===== config.mk =====
export PLATFORM = sky130hd
export DESIGN_NAME = wt_mem_req_arbiter
export DESIGN_NICKNAME = d
export VERILOG_FILES = /design/src/rtl/wt_mem_req_arbiter.sv
export SDC_FILE = /design/constraint.sdc
export NUM_CORES = 1
export LEC_CHECK = 0
export CORE_AREA = 5 5 162 164
export CTS_CLUSTER_DIAMETER = 50
export DETAILED_ROUTE_END_ITERATION = 6
export DIE_AREA = 0 0 167 169
export GPL_ROUTABILITY_DRIVEN = 0
export MAX_ROUTING_LAYER = met4
export PLACE_DENSITY = 0.62
export SLEW_MARGIN = 20
export SYNTH_ARGS = -nofsm -noshare
export SYNTH_HDL_FRONTEND = slang
export SYNTH_SLANG_ARGS = --single-unit
export TNS_END_PERCENT = 30

===== constraint.sdc =====
create_clock -name clk_i -period 12.8 [get_ports clk_i]
set_input_delay 3.84 -clock clk_i [delete_from_list [all_inputs] [get_ports clk_i]]
set_output_delay 3.84 -clock clk_i [all_outputs]
set_load 0.005 [all_outputs]

===== src/rtl/wt_mem_req_arbiter.sv =====
// -----------------------------------------------------------------------------
// wt_mem_req_arbiter
// Shares the write-through cache memory request port between three requesters:
// icache refill (type 0), dcache load miss (type 1) and write-buffer store (type 2).
// It allocates the lowest free transaction ID to each granted request, caps the
// number of outstanding stores, and routes memory returns back to the owner.
//
// Optional feature: define WT_ARB_STORE_AGING_EN to add a store age counter.
// When the counter reaches AgeLimit, the store wins arbitration whenever it is
// eligible. Without the macro, arbitration is pure round-robin.
//
// Ports
//   clk_i, rst_i                     clock, async active-high reset
//   ic_req_valid_i/ready_o/addr_i    icache refill request
//   ld_req_valid_i/ready_o/addr_i    dcache load request
//   st_req_valid_i/ready_o/addr_i/data_i/be_i   write-buffer store request
//   mem_req_*_o, mem_req_ready_i     registered memory request (valid/ready)
//   mem_rtrn_valid_i, mem_rtrn_tid_i memory return
//   ic_rtrn_valid_o, dc_rtrn_valid_o return routing (same cycle as the return)
//   rtrn_err_o                       same-cycle pulse: return on a TID not in use
//   idle_o                           no TID in use and request register empty
// The *_req_ready_o, *_rtrn_valid_o and rtrn_err_o outputs are combinational
// by design: a grant or a return is answered in the cycle it is presented.
// -----------------------------------------------------------------------------
module wt_mem_req_arbiter #(
    parameter int unsigned TidWidth     = 2,
    parameter int unsigned MaxOutStores = 7,
    parameter int unsigned AddrWidth    = 64,
    parameter int unsigned DataWidth    = 64,
    parameter int unsigned AgeLimit     = 16
) (
    input  logic                   clk_i,
    input  logic                   rst_i,
    input  logic                   ic_req_valid_i,
    output logic                   ic_req_ready_o,
    input  logic [AddrWidth-1:0]   ic_req_addr_i,
    input  logic                   ld_req_valid_i,
    output logic                   ld_req_ready_o,
    input  logic [AddrWidth-1:0]   ld_req_addr_i,
    input  logic                   st_req_valid_i,
    output logic                   st_req_ready_o,
    input  logic [AddrWidth-1:0]   st_req_addr_i,
    input  logic [DataWidth-1:0]   st_req_data_i,
    input  logic [DataWidth/8-1:0] st_req_be_i,
    output logic                   mem_req_valid_o,
    input  logic                   mem_req_ready_i,
    output logic [1:0]             mem_req_type_o,
    output logic [AddrWidth-1:0]   mem_req_addr_o,
    output logic [DataWidth-1:0]   mem_req_data_o,
    output logic [DataWidth/8-1:0] mem_req_be_o,
    output logic [TidWidth-1:0]    mem_req_tid_o,
    input  logic                   mem_rtrn_valid_i,
    input  logic [TidWidth-1:0]    mem_rtrn_tid_i,
    output logic                   ic_rtrn_valid_o,
    output logic                   dc_rtrn_valid_o,
    output logic                   rtrn_err_o,
    output logic                   idle_o
);

    localparam int unsigned NumTid   = 1 << TidWidth;
    localparam int unsigned BeWidth  = DataWidth / 8;
    localparam int unsigned CntWidth = $clog2(NumTid + 1);
    // More stores in flight than TIDs is unreachable, so clamp the cap.
    localparam int unsigned StCap    = (MaxOutStores > NumTid) ? NumTid : MaxOutStores;

    typedef enum logic [1:0] {
        REQ_IFILL = 2'd0,
        REQ_LOAD  = 2'd1,
        REQ_STORE = 2'd2
    } req_type_e;

    // TID table, store counter, round-robin pointer (0 ic, 1 ld, 2 st)
    logic [NumTid-1:0]        r_tid_used;
    logic [NumTid-1:0][1:0]   r_tid_owner;
    logic [CntWidth-1:0]      r_st_cnt;
    logic [1:0]               r_rr_ptr;

    // Output request register
    logic                     r_req_valid;
    logic [1:0]               r_req_type;
    logic [AddrWidth-1:0]     r_req_addr;
    logic [DataWidth-1:0]     r_req_data;
    logic [BeWidth-1:0]       r_req_be;
    logic [TidWidth-1:0]      r_req_tid;

    logic                     w_slot_free;
    logic                     w_any_free;
    logic [TidWidth-1:0]      w_free_tid;
    logic [2:0]               w_elig;
    logic [2:0]               w_grant;
    logic                     w_age_force;
    req_type_e                w_win_type;
    logic                     w_rtrn_hit;
    logic                     w_st_inc;
    logic                     w_st_dec;

    assign w_slot_free = ~r_req_valid | mem_req_ready_i;
    assign w_any_free  = ~&r_tid_used;

    // Lowest free TID from the start-of-cycle table
    always_comb begin
        w_free_tid = '0;
        for (int i = int'(NumTid) - 1; i >= 0; i--) begin
            if (!r_tid_used[TidWidth'(i)]) begin
                w_free_tid = TidWidth'(i);
            end
        end
    end

    assign w_elig[0] = ic_req_valid_i & w_any_free;
    assign w_elig[1] = ld_req_valid_i & w_any_free;
    assign w_elig[2] = st_req_valid_i & w_any_free & (r_st_cnt < CntWidth'(StCap));

`ifdef WT_ARB_STORE_AGING_EN
    localparam int unsigned AgeWidth = (AgeLimit < 1) ? 1 : $clog2(AgeLimit + 1);

    logic [AgeWidth-1:0] r_st_age;

    assign w_age_force = (r_st_age >= AgeWidth'(AgeLimit)) & w_elig[2];

    // Counts cycles a store waits; saturates at the limit, clears on store grant
    always_ff @(posedge clk_i or posedge rst_i) begin
        if (rst_i) begin
            r_st_age <= '0;
        end else if (w_grant[2]) begin
            r_st_age <= '0;
        end else if (st_req_valid_i && (r_st_age < AgeWidth'(AgeLimit))) begin
            r_st_age <= r_st_age + AgeWidth'(1);
        end
    end
`else
    logic w_unused_age_limit;

    assign w_unused_age_limit = ^AgeLimit;
    assign w_age_force        = 1'b0;
`endif

    // Round-robin pick starting at the pointer; an aged store overrides it
    always_comb begin
        w_grant = 3'b000;
        if (w_slot_free) begin
            if (w_age_force) begin
                w_grant = 3'b100;
            end else begin
                unique case (r_rr_ptr)
                    2'd1: w_grant = w_elig[1] ? 3'b010 : w_elig[2] ? 3'b100 :
                                    w_elig[0] ? 3'b001 : 3'b000;
                    2'd2: w_grant = w_elig[2] ? 3'b100 : w_elig[0] ? 3'b001 :
                                    w_elig[1] ? 3'b010 : 3'b000;
                    default: w_grant = w_elig[0] ? 3'b001 : w_elig[1] ? 3'b010 :
                                       w_elig[2] ? 3'b100 : 3'b000;
                endcase
            end
        end
    end

    always_comb begin
        w_win_type = REQ_IFILL;
        if (w_grant[1]) begin
            w_win_type = REQ_LOAD;
        end else if (w_grant[2]) begin
            w_win_type = REQ_STORE;
        end
    end

    assign w_rtrn_hit = mem_rtrn_valid_i & r_tid_used[mem_rtrn_tid_i];
    assign w_st_inc   = w_grant[2];
    assign w_st_dec   = w_rtrn_hit & (r_tid_owner[mem_rtrn_tid_i] == REQ_STORE);

    // TID table, store count and round-robin pointer
    always_ff @(posedge clk_i or posedge rst_i) begin
        if (rst_i) begin
            r_tid_used  <= '0;
            r_tid_owner <= '0;
            r_st_cnt    <= '0;
            r_rr_ptr    <= 2'd0;
        end else begin
            // Grant takes a free TID, return frees a used one: never the same entry
            if (|w_grant) begin
                r_tid_used[w_free_tid]  <= 1'b1;
                r_tid_owner[w_free_tid] <= w_win_type;
                r_rr_ptr                <= w_grant[0] ? 2'd1 : w_grant[1] ? 2'd2 : 2'd0;
            end
            if (w_rtrn_hit) begin
                r_tid_used[mem_rtrn_tid_i] <= 1'b0;
            end
            if (w_st_inc && !w_st_dec) begin
                r_st_cnt <= r_st_cnt + CntWidth'(1);
            end else if (!w_st_inc && w_st_dec) begin
                r_st_cnt <= r_st_cnt - CntWidth'(1);
            end
        end
    end

    // Output request register: loads only when the slot is free
    always_ff @(posedge clk_i or posedge rst_i) begin
        if (rst_i) begin
            r_req_valid <= 1'b0;
            r_req_type  <= 2'd0;
            r_req_addr  <= '0;
            r_req_data  <= '0;
            r_req_be    <= '0;
            r_req_tid   <= '0;
        end else if (w_slot_free) begin
            r_req_valid <= |w_grant;
            if (|w_grant) begin
                r_req_type <= w_win_type;
                r_req_tid  <= w_free_tid;
                r_req_addr <= w_grant[0] ? ic_req_addr_i :
                              w_grant[1] ? ld_req_addr_i : st_req_addr_i;
                r_req_data <= w_grant[2] ? st_req_data_i : '0;
                r_req_be   <= w_grant[2] ? st_req_be_i   : '0;
            end
        end
    end

    assign ic_req_ready_o  = w_grant[0];
    assign ld_req_ready_o  = w_grant[1];
    assign st_req_ready_o  = w_grant[2];

    assign mem_req_valid_o = r_req_valid;
    assign mem_req_type_o  = r_req_type;
    assign mem_req_addr_o  = r_req_addr;
    assign mem_req_data_o  = r_req_data;
    assign mem_req_be_o    = r_req_be;
    assign mem_req_tid_o   = r_req_tid;

    assign ic_rtrn_valid_o = w_rtrn_hit & (r_tid_owner[mem_rtrn_tid_i] == REQ_IFILL);
    assign dc_rtrn_valid_o = w_rtrn_hit & (r_tid_owner[mem_rtrn_tid_i] != REQ_IFILL);
    assign rtrn_err_o      = mem_rtrn_valid_i & ~r_tid_used[mem_rtrn_tid_i];
    assign idle_o          = ~|r_tid_used & ~r_req_valid;

endmodule


## After elaboration in Yosys (flattened, before gate mapping)

Cells that the tools add are included.

| cells by class | value |
|---|---|
| $add $sub $neg | 2 |
| bitwise gates (word level) | 16 |
| magnitude comparators | 5 |
| reduce and logical (&&, ||, !) cells | 15 |
| mux-type cells | 36 |
| equality and inequality tests | 3 |

Operator list:

| operator | count |
|---|---|
| $mux 64 | 3 |
| $mux 3 | 9 |
| $mux 2 | 10 |
| $and 1x1->1 | 10 |
| $bwmux 8 | 1 |
| $mux 4 | 2 |
| $mux 8 | 1 |
| $lt 2x3->1 const B | 2 |
| $pmux 3 s2 | 1 |
| $and 4x4->4 | 1 |
| $bmux 2 s2 | 1 |
| $demux 1 s2 | 2 |
| $demux 2 s2 | 1 |
| $eq 2x2->1 const B | 2 |
| $ge 2x1->1 const B | 2 |
| $logic_and 1x1->1 | 4 |
| $logic_not 1->1 | 4 |
| $mux 1 | 4 |
| $not 4->4 | 1 |
| $or 4x4->4 | 1 |
| $reduce_and 4->1 | 1 |
| $reduce_bool 2->1 | 2 |
| $reduce_or 4->1 | 1 |
| $add 3x1->3 const B | 1 |
| 9 further kinds | 10 |

| storage, ports and cells | value |
|---|---|
| word-level logic and storage cells | 90 |
| output and inout port bits | 148 |
| register bits | 158 |

## Logic depth before layout (Yosys ltp)

Gate-level depths: netlist of the first run.

| depth | value |
|---|---|
| word-level depth | 13 |
| depth in mapped cells | 13 |
| depth with buffers taken out | 12 |

## Worst setup path before layout of the first run

No wires, ideal clock.

| timing | value |
|---|---|
| kind | input to output |
| start point | input mem_rtrn_tid_i[0] |
| end point | output ic_rtrn_valid_o |
| data arrival time | 4.799 ns |
| data required time | 8.960 ns |
| setup slack | 4.161 ns |
| cell stages on the path | 4 |
| cells stage by stage | clkbuf_1 mux4_2 nand2_1 nor2_1 |

| on the way | value |
|---|---|
| longest elaborated chain between the ends | 4 |
| elaborated cells between the ends (all ways) | 7 |

RTL lines:

| item | line | RTL |
|---|---|---|
| from (decl) | 53 | `input logic [TidWidth-1:0] mem_rtrn_tid_i,` |
| $bmux 1 s2 or $bmux 2 s2 (tied branches) | 166, 228 |  |
| $mux 1 (implied by the code) or $mux 2 (tied branches) | 166, 228 |  |
| $and 1x1->1 or $logic_not 2->1 (tied branches) | 166, 228 |  |
| $and 1x1->1 * | 228 | `assign ic_rtrn_valid_o = w_rtrn_hit & (r_tid_owner[mem_rtrn_tid_i] == REQ_IFILL);` |
| to (decl) | 54 | `output logic ic_rtrn_valid_o,` |

Mark *: on every way between the ends. The rest lies on a longest branch, timed or not. The select of a mux whose other input is x is not followed.

## Worst setup path in the final report of the first run

| timing | value |
|---|---|
| start point | input ld_req_valid_i |
| end point | output st_req_ready_o |

| on the way | value |
|---|---|
| longest elaborated chain between the ends | 5 |
| elaborated cells between the ends (all ways) | 6 |

RTL lines:

| item | line | RTL |
|---|---|---|
| from (decl) | 37 | `input logic ld_req_valid_i,` |
| $and 1x1->1 * | 111 | `assign w_elig[1] = ld_req_valid_i & w_any_free;` |
| $mux 3 (2 in series) | 150 | `default: w_grant = w_elig[0] ? 3'b001 : w_elig[1] ? 3'b010 :` |
| $pmux 3 s2 * | 145 | `unique case (r_rr_ptr)` |
| $mux 3 * | 141 | `if (w_slot_free) begin` |
| to (decl) | 41 | `output logic st_req_ready_o,` |

Mark *: on every way between the ends. The rest lies on a longest branch, timed or not.

==> results of run 1 <==
kinds of logic (layout without fill, tap and decap cells):
kind of cell    Yosys count  in the layout  share of synthesized area
simple gates             37             37                     0.0302
other cells               1              1                   0.000542
xor+xnor                  3              3                    0.00380
buf+inv                 120            532                     0.0730
mux                      67             67                      0.111
fa+ha+maj                 4              4                    0.00832
compound gates          225            225                      0.220
flops                   153            153                      0.553
state kept, by name, indices dropped and copies added, names as in the netlist:
name / count
mem_req_addr_o: 64
mem_req_type_o: 2
r_tid_owner: 4
r_tid_used: 4
mem_req_tid_o: 1
mem_req_data_o: 64
r_rr_ptr: 2
mem_req_be_o: 8
r_st_cnt: 3
mem_req_valid_o: 1
final cells by class:
class | instances | area, um2
clock inverter | 14 | 151
timing repair buffer | 425 | 4240
inverter | 75 | 287
fill | 2341 | 12800
multi-input combinational | 337 | 2620
clock buffer | 18 | 429
sequential | 153 | 3830
tap | 330 | 413
placed cells by master (no fill, tap or decap), drive strengths merged, types with 2 or more instances in the layout:
| cell type | n |
|---|---|
| nand3 | 4 |
| buf | 6 |
| clkbuf | 18 |
| nand2 | 6 |
| a21oi | 66 |
| nand2b | 4 |
| o21ai | 11 |
| nor2b | 3 |
| clkdlybuf4s50 | 419 |
| a21o | 3 |
| dfrtp | 153 |
| nor3b | 2 |
| ha | 3 |
| nand3b | 2 |
| o22ai | 65 |
| mux2 | 66 |
| inv | 84 |
| xor2 | 2 |
| a22o | 73 |
| clkinv | 4 |
| nor3 | 4 |
| nor2 | 8 |
power by group:
group | internal, mW | switching [mW] | total [mW]
clock network | 0.262 | 0.231 | 0.493
logic | 0.743 | 0.612 | 1.35
registers | 0.677 | 0.101 | 0.778
metal layers:
layer	vias up	wire [um]	GRT usage
met3	10	2360	0.0733
met2	264	12600	0.301
li1	3010	-	-
met5	-	0	-
met4	0	176	0.0263
met1	3035	10500	0.217
worst paths after layout:
| check | from | to | slack, ns | depth (start not counted) |
|---|---|---|---|---|
| max in group asynchronous | rst_i | mem_req_data_o[10] | 7.43 | 3 |
| max | ld_req_valid_i | st_req_ready_o | 2.74 | 6 |
| min | mem_req_type_o[0] | mem_req_type_o[0] | 0.48 | 1 |
| min in group asynchronous | rst_i | mem_req_data_o[14] | 3.97 | 2 |
| min reg2reg | mem_req_type_o[0] | mem_req_type_o[0] | 0.48 | 1 |
| max reg2reg | r_rr_ptr[0] | mem_req_addr_o[2] | 9.09 | 9 |
worst max-delay path, delay by kind of cell:
| family | cells | cell delay, ns |
|---|---|---|
| buffers and inverters | 3 | 1.84 |
| and+or+nand+nor | 2 | 0.29 |
| AOI/OAI and AO/OA | 1 | 0.23 |
==> impl_metrics.ini, run 1 <==
[synthesis]
synth.avg_cell_area_um2 = 11.3
synth_area_um2 = 6920
ys_warn_count = 0
synth_top_flop_cell = dfrtp_1
synth_edf_count = 0
ys_seq_elements = 153
yosysUniqueCellTypes = 41
synth_top_cell_by_area = dfrtp_1
yosys-top-cells-count = dfrtp_1 (153), inv_1 (75), a22o_1 (73)
yosysMostFrequentCell = dfrtp_1
synth_top_area_share = 0.553
synthArstFlopShare = 1.00
synthCells = 610
netlist_top_cells_area = dfrtp_1 (55%), mux2_2 (10%), a22o_1 (9.2%)
syn-num-nets = 887
synth_seq_area_share = 0.553

[sta]
relSlewSlack = 0.341
fin_ws_ns = 2.74
worst_pin_slew_ns = 0.988
layout_min_cycle_time_ns = 10.06
tns_ns = 0
slew_violations = 0
fmax_mhz = 99.4
setup_viol = 0
skew_ns = 0.0141
post-route-period-util = 0.786
hold_violations = 0
rsz0062_at_grt = false
timing.hold.ws_ns = 0.479

[clocking]
clock_sinks = 153
clock_path_buffers = 2
post-cts-setup-buffers = 0
cts-root-buf = clkbuf_16
htreeDepth = 4
insertion_delay_ns = 0.42
cts_resized = 0
cts_buffers = 17
clk_pin_slew_ns = 0.06
hold_buffers = 0
cts_tree = yes

[worst_setup_path]
crit_top_cell = clkdlybuf4s50_1
endpoint_kind = output port
path_class = in2out
cpMaxStageDelayCell = buf_4
critical_path_arrival_ns = 6.22
critPathLaunchType = primary input
worstPathMaxFanout = 77
slowest_delay_ns = 0.66
worstPathRequired_ns = 8.96
path_cells = clkdlybuf4s50_1, o21ai_0, nand3b_1, nor3_2, buf_4, clkdlybuf4s50_1

[placed_design]
dp_cells = 1320
io_buffers = 419
dp_slack_ns = 2.71
hpwl_um = 19100
place_area_um2 = 11400

[drt]
viasPerCell = 4.67
wl_per_cell_um = 19.0
drc = 0
drt-initial-drc-count = 224
ant_nets = 0
vias = 6319
drt-total-wl_um = 25700
drtPass1Iterations = 4

[power_and_ir_drop]
powerDensity_nw_per_um2 = 219
leakagePower_nw = 5.11
finalPower_mw = 2.63
irDropWorstVdd_mv = 0.149

[final_layout]
area_growth_syn_to_layout_pct = 72.9
layout-drive-gt1-share = 0.111
antenna_cells = 0
post-route-cell-area_um2 = 12000
fin_util = 0.484
finalNetCount = 1286
fin_cells = 1352

[floorplan]
die-area_um2 = 28200
start_util = 0.280
die_width_um = 167
core_um2 = 24700
dieHeight_um = 169
rows = 58
ios = 421

[global_routing]
grt-ovfl-total = 0
antenna_found_initial = 0
track_usage = 0.182
grt_max_degree = 88
grt_pass1_wl_um = 39300
grt_pass1_vias = 6794

[worst_hold_path]
min_path_type = reg2reg

[job]
max_cap_viol_count = 0

[outcome]
outcome = complete, no violations
Power figures use the tool's default switching activity.
==> run 2: changes to the inputs <==
--- a/config.mk
+++ b/config.mk
@@ -5,13 +5,13 @@
 export SDC_FILE = /design/constraint.sdc
 export NUM_CORES = 1
 export LEC_CHECK = 0
-export CORE_AREA = 5 5 162 164
+export CORE_AREA = 5 5 158 160
 export CTS_CLUSTER_DIAMETER = 50
 export DETAILED_ROUTE_END_ITERATION = 6
-export DIE_AREA = 0 0 167 169
+export DIE_AREA = 0 0 163 165
 export GPL_ROUTABILITY_DRIVEN = 0
 export MAX_ROUTING_LAYER = met4
-export PLACE_DENSITY = 0.62
+export PLACE_DENSITY = 0.65
 export SLEW_MARGIN = 20
 export SYNTH_ARGS = -nofsm -noshare
 export SYNTH_HDL_FRONTEND = slang
==> constraint.sdc (replaced) <==
create_clock -name clk_i -period 9.45 [get_ports clk_i]
set_input_delay 2.835 -clock clk_i [delete_from_list [all_inputs] [get_ports clk_i]]
set_output_delay 2.835 -clock clk_i [all_outputs]
set_load 0.005 [all_outputs]
==> impl_metrics.ini, run 2 (synthesis results as in run 1) <==
[global_routing]
grt_pass1_vias = 6789
grt-ovfl-total = 0
track_usage = 0.194
grt_pass1_wl_um = 38900
grt_max_degree = 85
antenna_found_initial = 1

[sta]
fin_ws_ns = 1.93
post-route-period-util = 0.796
fmax_mhz = 133
relSlewSlack = 0.411
rsz0062_at_grt = false
setup_viol = 0
slew_violations = 0
hold_violations = 0
worst_pin_slew_ns = 0.883
skew_ns = 0.0127
tns_ns = 0
timing.hold.ws_ns = 0.476
layout_min_cycle_time_ns = 7.52

[clocking]
cts_tree = yes
clk_pin_slew_ns = 0.07
htreeDepth = 4
clock_path_buffers = 2
hold_buffers = 0
cts_buffers = 17
cts_resized = 0
clock_sinks = 153
cts-root-buf = clkbuf_16
insertion_delay_ns = 0.43
post-cts-setup-buffers = 0

[final_layout]
multi_input_area_um2 = 2620
final_common_cell = clkdlybuf4s50_1
seqCellArea_um2 = 3830
post-route-cell-area_um2 = 12000
area_growth_syn_to_layout_pct = 72.8
fin_util = 0.514
layout-drive-gt1-share = 0.111
layout_common_cells = clkdlybuf4s50_1 (419), dfrtp_1 (153), inv_1 (74)
finalNetCount = 1287
fin_cells = 1343
fillCellCount = 2163

[placed_design]
hpwl_um = 19900
dp_cells = 1310
io_buffers = 419
dp_slack_ns = 1.94
place_area_um2 = 11400

[worst_setup_path]
worstPathMaxFanout = 9
cpMaxStageDelayCell = clkdlybuf4s50_1
rr_worst_depth = 9
slowest_delay_ns = 0.65
path_class = in2out
path_cells = clkdlybuf4s50_1, mux4_2, nor2b_1, clkdlybuf4s50_1
timing.rr.end = mem_req_addr_o[11]
critPathLaunchType = primary input
r2r_slack_ns = 6.03
critPathBufInv = 2
crit_top_cell = clkdlybuf4s50_1
worstPathRequired_ns = 6.62
critical_path_arrival_ns = 4.68
rr_startpoint = r_rr_ptr[0]
cpLargestDelayFamily = buffers and inverters
endpoint_kind = output port

[power_and_ir_drop]
leakagePower_nw = 5.12
irDropWorstVdd_mv = 0.129
finalPower_mw = 3.56
powerDensity_nw_per_um2 = 298

[worst_hold_path]
min_path_type = reg2reg
whs_path_depth = 1
hp-start = mem_req_type_o[0]
min_to = mem_req_type_o[0]

[outcome]
outcome = complete, no violations

[drt]
drt-initial-drc-count = 236
wl_per_cell_um = 19.7
drc = 0
drt-total-wl_um = 26500
vias = 6360
viasPerCell = 4.74
drtPass1Iterations = 4
ant_nets = 0

[floorplan]
start_util = 0.298
die-area_um2 = 26900
ios = 421
core_um2 = 23300
dieHeight_um = 165
rows = 56
die_width_um = 163

[job]
max_cap_viol_count = 0
-- run 2: cell count changes in the layout (fill, tap and decap cells not counted) --
cell and change:
inv_8 -1, buf_4 +1, inv_6 +2, diode_2 +1
clkinv_4 -1
-- run 2: worst max-delay path by stage --
stage	from	slack [ns]	cells after the start	endpoint
detailed placement	mem_rtrn_tid_i[0]	1.94	4	rtrn_err_o
floorplan	rst_i	2.49	1	mem_req_addr_o[0]
finish	mem_rtrn_tid_i[0]	1.93	4	rtrn_err_o
global route	mem_rtrn_tid_i[0]	1.81	4	rtrn_err_o
global placement	mem_rtrn_tid_i[0]	1.96	4	rtrn_err_o
CTS	mem_rtrn_tid_i[0]	1.93	4	rtrn_err_o
-- run 2: metal layers --
layer / GRT usage / share of wire / vias to the layer above / wire (um)
met5: - / 0 / - / 0
met4: 0.0412 / 0.0089 / 0 / 235
met1: 0.224 / 0.40 / 3065 / 10600
met3: 0.0686 / 0.091 / 16 / 2410
met2: 0.330 / 0.50 / 267 / 13300
li1: - / - / 3012 / -
-- run 2: area by class of cell --
type	count	area share
Timing Repair Buffer	426	0.355
Tap cell	319	0.0334
Antenna cell	1	0.000209
Sequential cell	153	0.320
Multi-Input combinational cell	337	0.219
Inverter	75	0.0240
Clock buffer	18	0.0359
Clock inverter	14	0.0124
-- run 2: power breakdown --
| group | total, mW | switching [mW] | internal (mW) |
|---|---|---|---|
| clock | 0.665 | 0.310 | 0.354 |
| sequential | 1.05 | 0.136 | 0.917 |
| combinational | 1.84 | 0.835 | 1.01 |
-- run 2: worst register-to-register path, delay by kind of cell (launching register included) --
kind            cells  cell delay, ns
compound gates      3            0.56
flops               1            0.38
buf+inv             2            0.76
mux                 1            0.44
fa+ha+maj           1            0.38
simple gates        2            0.78
==> run 3: changes to the inputs <==
--- a/config.mk
+++ b/config.mk
@@ -5,13 +5,13 @@
 export SDC_FILE = /design/constraint.sdc
 export NUM_CORES = 1
 export LEC_CHECK = 0
-export CORE_AREA = 5 5 158 160
+export CORE_AREA = 5 5 162 164
 export CTS_CLUSTER_DIAMETER = 50
 export DETAILED_ROUTE_END_ITERATION = 6
-export DIE_AREA = 0 0 163 165
+export DIE_AREA = 0 0 167 169
 export GPL_ROUTABILITY_DRIVEN = 0
 export MAX_ROUTING_LAYER = met4
-export PLACE_DENSITY = 0.65
+export PLACE_DENSITY = 0.64
 export SLEW_MARGIN = 20
 export SYNTH_ARGS = -nofsm -noshare
 export SYNTH_HDL_FRONTEND = slang
==> constraint.sdc (replaced) <==
create_clock -name clk_i -period 6.8 [get_ports clk_i]
set_input_delay 2.04 -clock clk_i [delete_from_list [all_inputs] [get_ports clk_i]]
set_output_delay 2.04 -clock clk_i [all_outputs]
set_load 0.005 [all_outputs]
==> impl_metrics.ini, run 3 (synthesis results as in run 1) <==
[outcome]
outcome = complete, no violations

[worst_setup_path]
critical_path_arrival_ns = 3.91
path_class = in2out
endpoint_kind = output port
critPathLaunchType = primary input
worstPathMaxFanout = 9
worstPathRequired_ns = 4.76
rr_worst_depth = 13

[floorplan]
ios = 421
rows = 58
die-area_um2 = 28200
core_um2 = 24700
die_width_um = 167
start_util = 0.280
dieHeight_um = 169

[sta]
tns_ns = 0
post-route-period-util = 0.875
fin_ws_ns = 0.848
worst_pin_slew_ns = 0.884
timing.hold.ws_ns = 0.492
layout_min_cycle_time_ns = 5.95
hold_violations = 0
setup_viol = 0
fmax_mhz = 168
rsz0062_at_grt = false
skew_ns = 0.0202
relSlewSlack = 0.411
slew_violations = 0

[final_layout]
fin_util = 0.486
final_common_cell = clkdlybuf4s50_1
fin_cells = 1358
layout-drive-gt1-share = 0.112
area_growth_syn_to_layout_pct = 73.6
finalNetCount = 1288
layout_common_cells = clkdlybuf4s50_1 (419), dfrtp_1 (153), inv_1 (74)

[clocking]
hold_buffers = 0
htreeDepth = 4
clock_sinks = 153
post-cts-setup-buffers = 0
clock_path_buffers = 2
cts-root-buf = clkbuf_16
clk_pin_slew_ns = 0.07
cts_resized = 0
cts_buffers = 17
cts_tree = yes
insertion_delay_ns = 0.43

[drt]
ant_nets = 0
drt-total-wl_um = 26200
drt-initial-drc-count = 182
wl_per_cell_um = 19.3
drc = 0
viasPerCell = 4.69
drtPass1Iterations = 4
vias = 6375

[global_routing]
grt_pass1_wl_um = 39400
antenna_found_initial = 4
grt_max_degree = 94
grt-ovfl-total = 0
grt_util_met2 = 0.292
met1_usage = 0.218
grt-busiest-layer = met2
grt_pass1_vias = 6851
track_usage = 0.183
use_met3 = 0.0666

[worst_hold_path]
min_path_type = reg2reg
whs_path_depth = 1

[placed_design]
hpwl_um = 19600
io_buffers = 419
dp_slack_ns = 0.851
dp_cells = 1322

[power_and_ir_drop]
leakagePower_nw = 5.14
irDropWorstVdd_mv = 0.230
powerDensity_nw_per_um2 = 415

[job]
max_cap_viol_count = 0
## run 3: area by class of cell
type	count	area [um2]
Antenna cell	4	10.0
Clock buffer	18	429
Clock inverter	14	165
Fill cell	2328	12700
Inverter	75	287
Multi-Input combinational cell	337	2620
Sequential cell	153	3830
Tap cell	330	413
Timing Repair Buffer	427	4270
## run 3: critical path, cell delays in order
cell	delay, ns
clkdlybuf4s50_1	0.65
mux4_2	0.56
nor2b_1	0.15
clkdlybuf4s50_1	0.52
## run 3: worst paths after layout
check                                  start                 end  slack (ns)
setup / recovery           mem_rtrn_tid_i[0]          rtrn_err_o        0.85
min in group asynchronous              rst_i  mem_req_data_o[16]        2.13
setup reg to reg                 r_rr_ptr[0]         r_st_cnt[2]        3.52
max in group asynchronous              rst_i  mem_req_addr_o[49]        3.57
hold / removal             mem_req_addr_o[8]   mem_req_addr_o[8]        0.49
hold reg to reg            mem_req_addr_o[8]   mem_req_addr_o[8]        0.49
## run 3: per-stage QoR
stage / power, mW / cell area (um2)
after detailed placement: 4.10 / 11400
after global placement: 4.06 / 11400
final: 4.99 / 12000
after global routing: 5.33 / 12000
after floorplan: 2.89 / 6920
after CTS: 5.08 / 12000
## run 3: metal layers
layer  vias to the layer above  share of wire
li1                       3019              -
met1                      3056           0.41
met2                       277           0.48
met3                        23          0.088
met4                         0          0.017
met5                         -              0
## run 3: power breakdown
group	switching (mW)	internal, mW	leakage [nW]
registers	0.195	1.27	1.91
logic	1.15	1.41	2.93
clock network	0.451	0.499	0.291
total	1.80	3.19	5.14
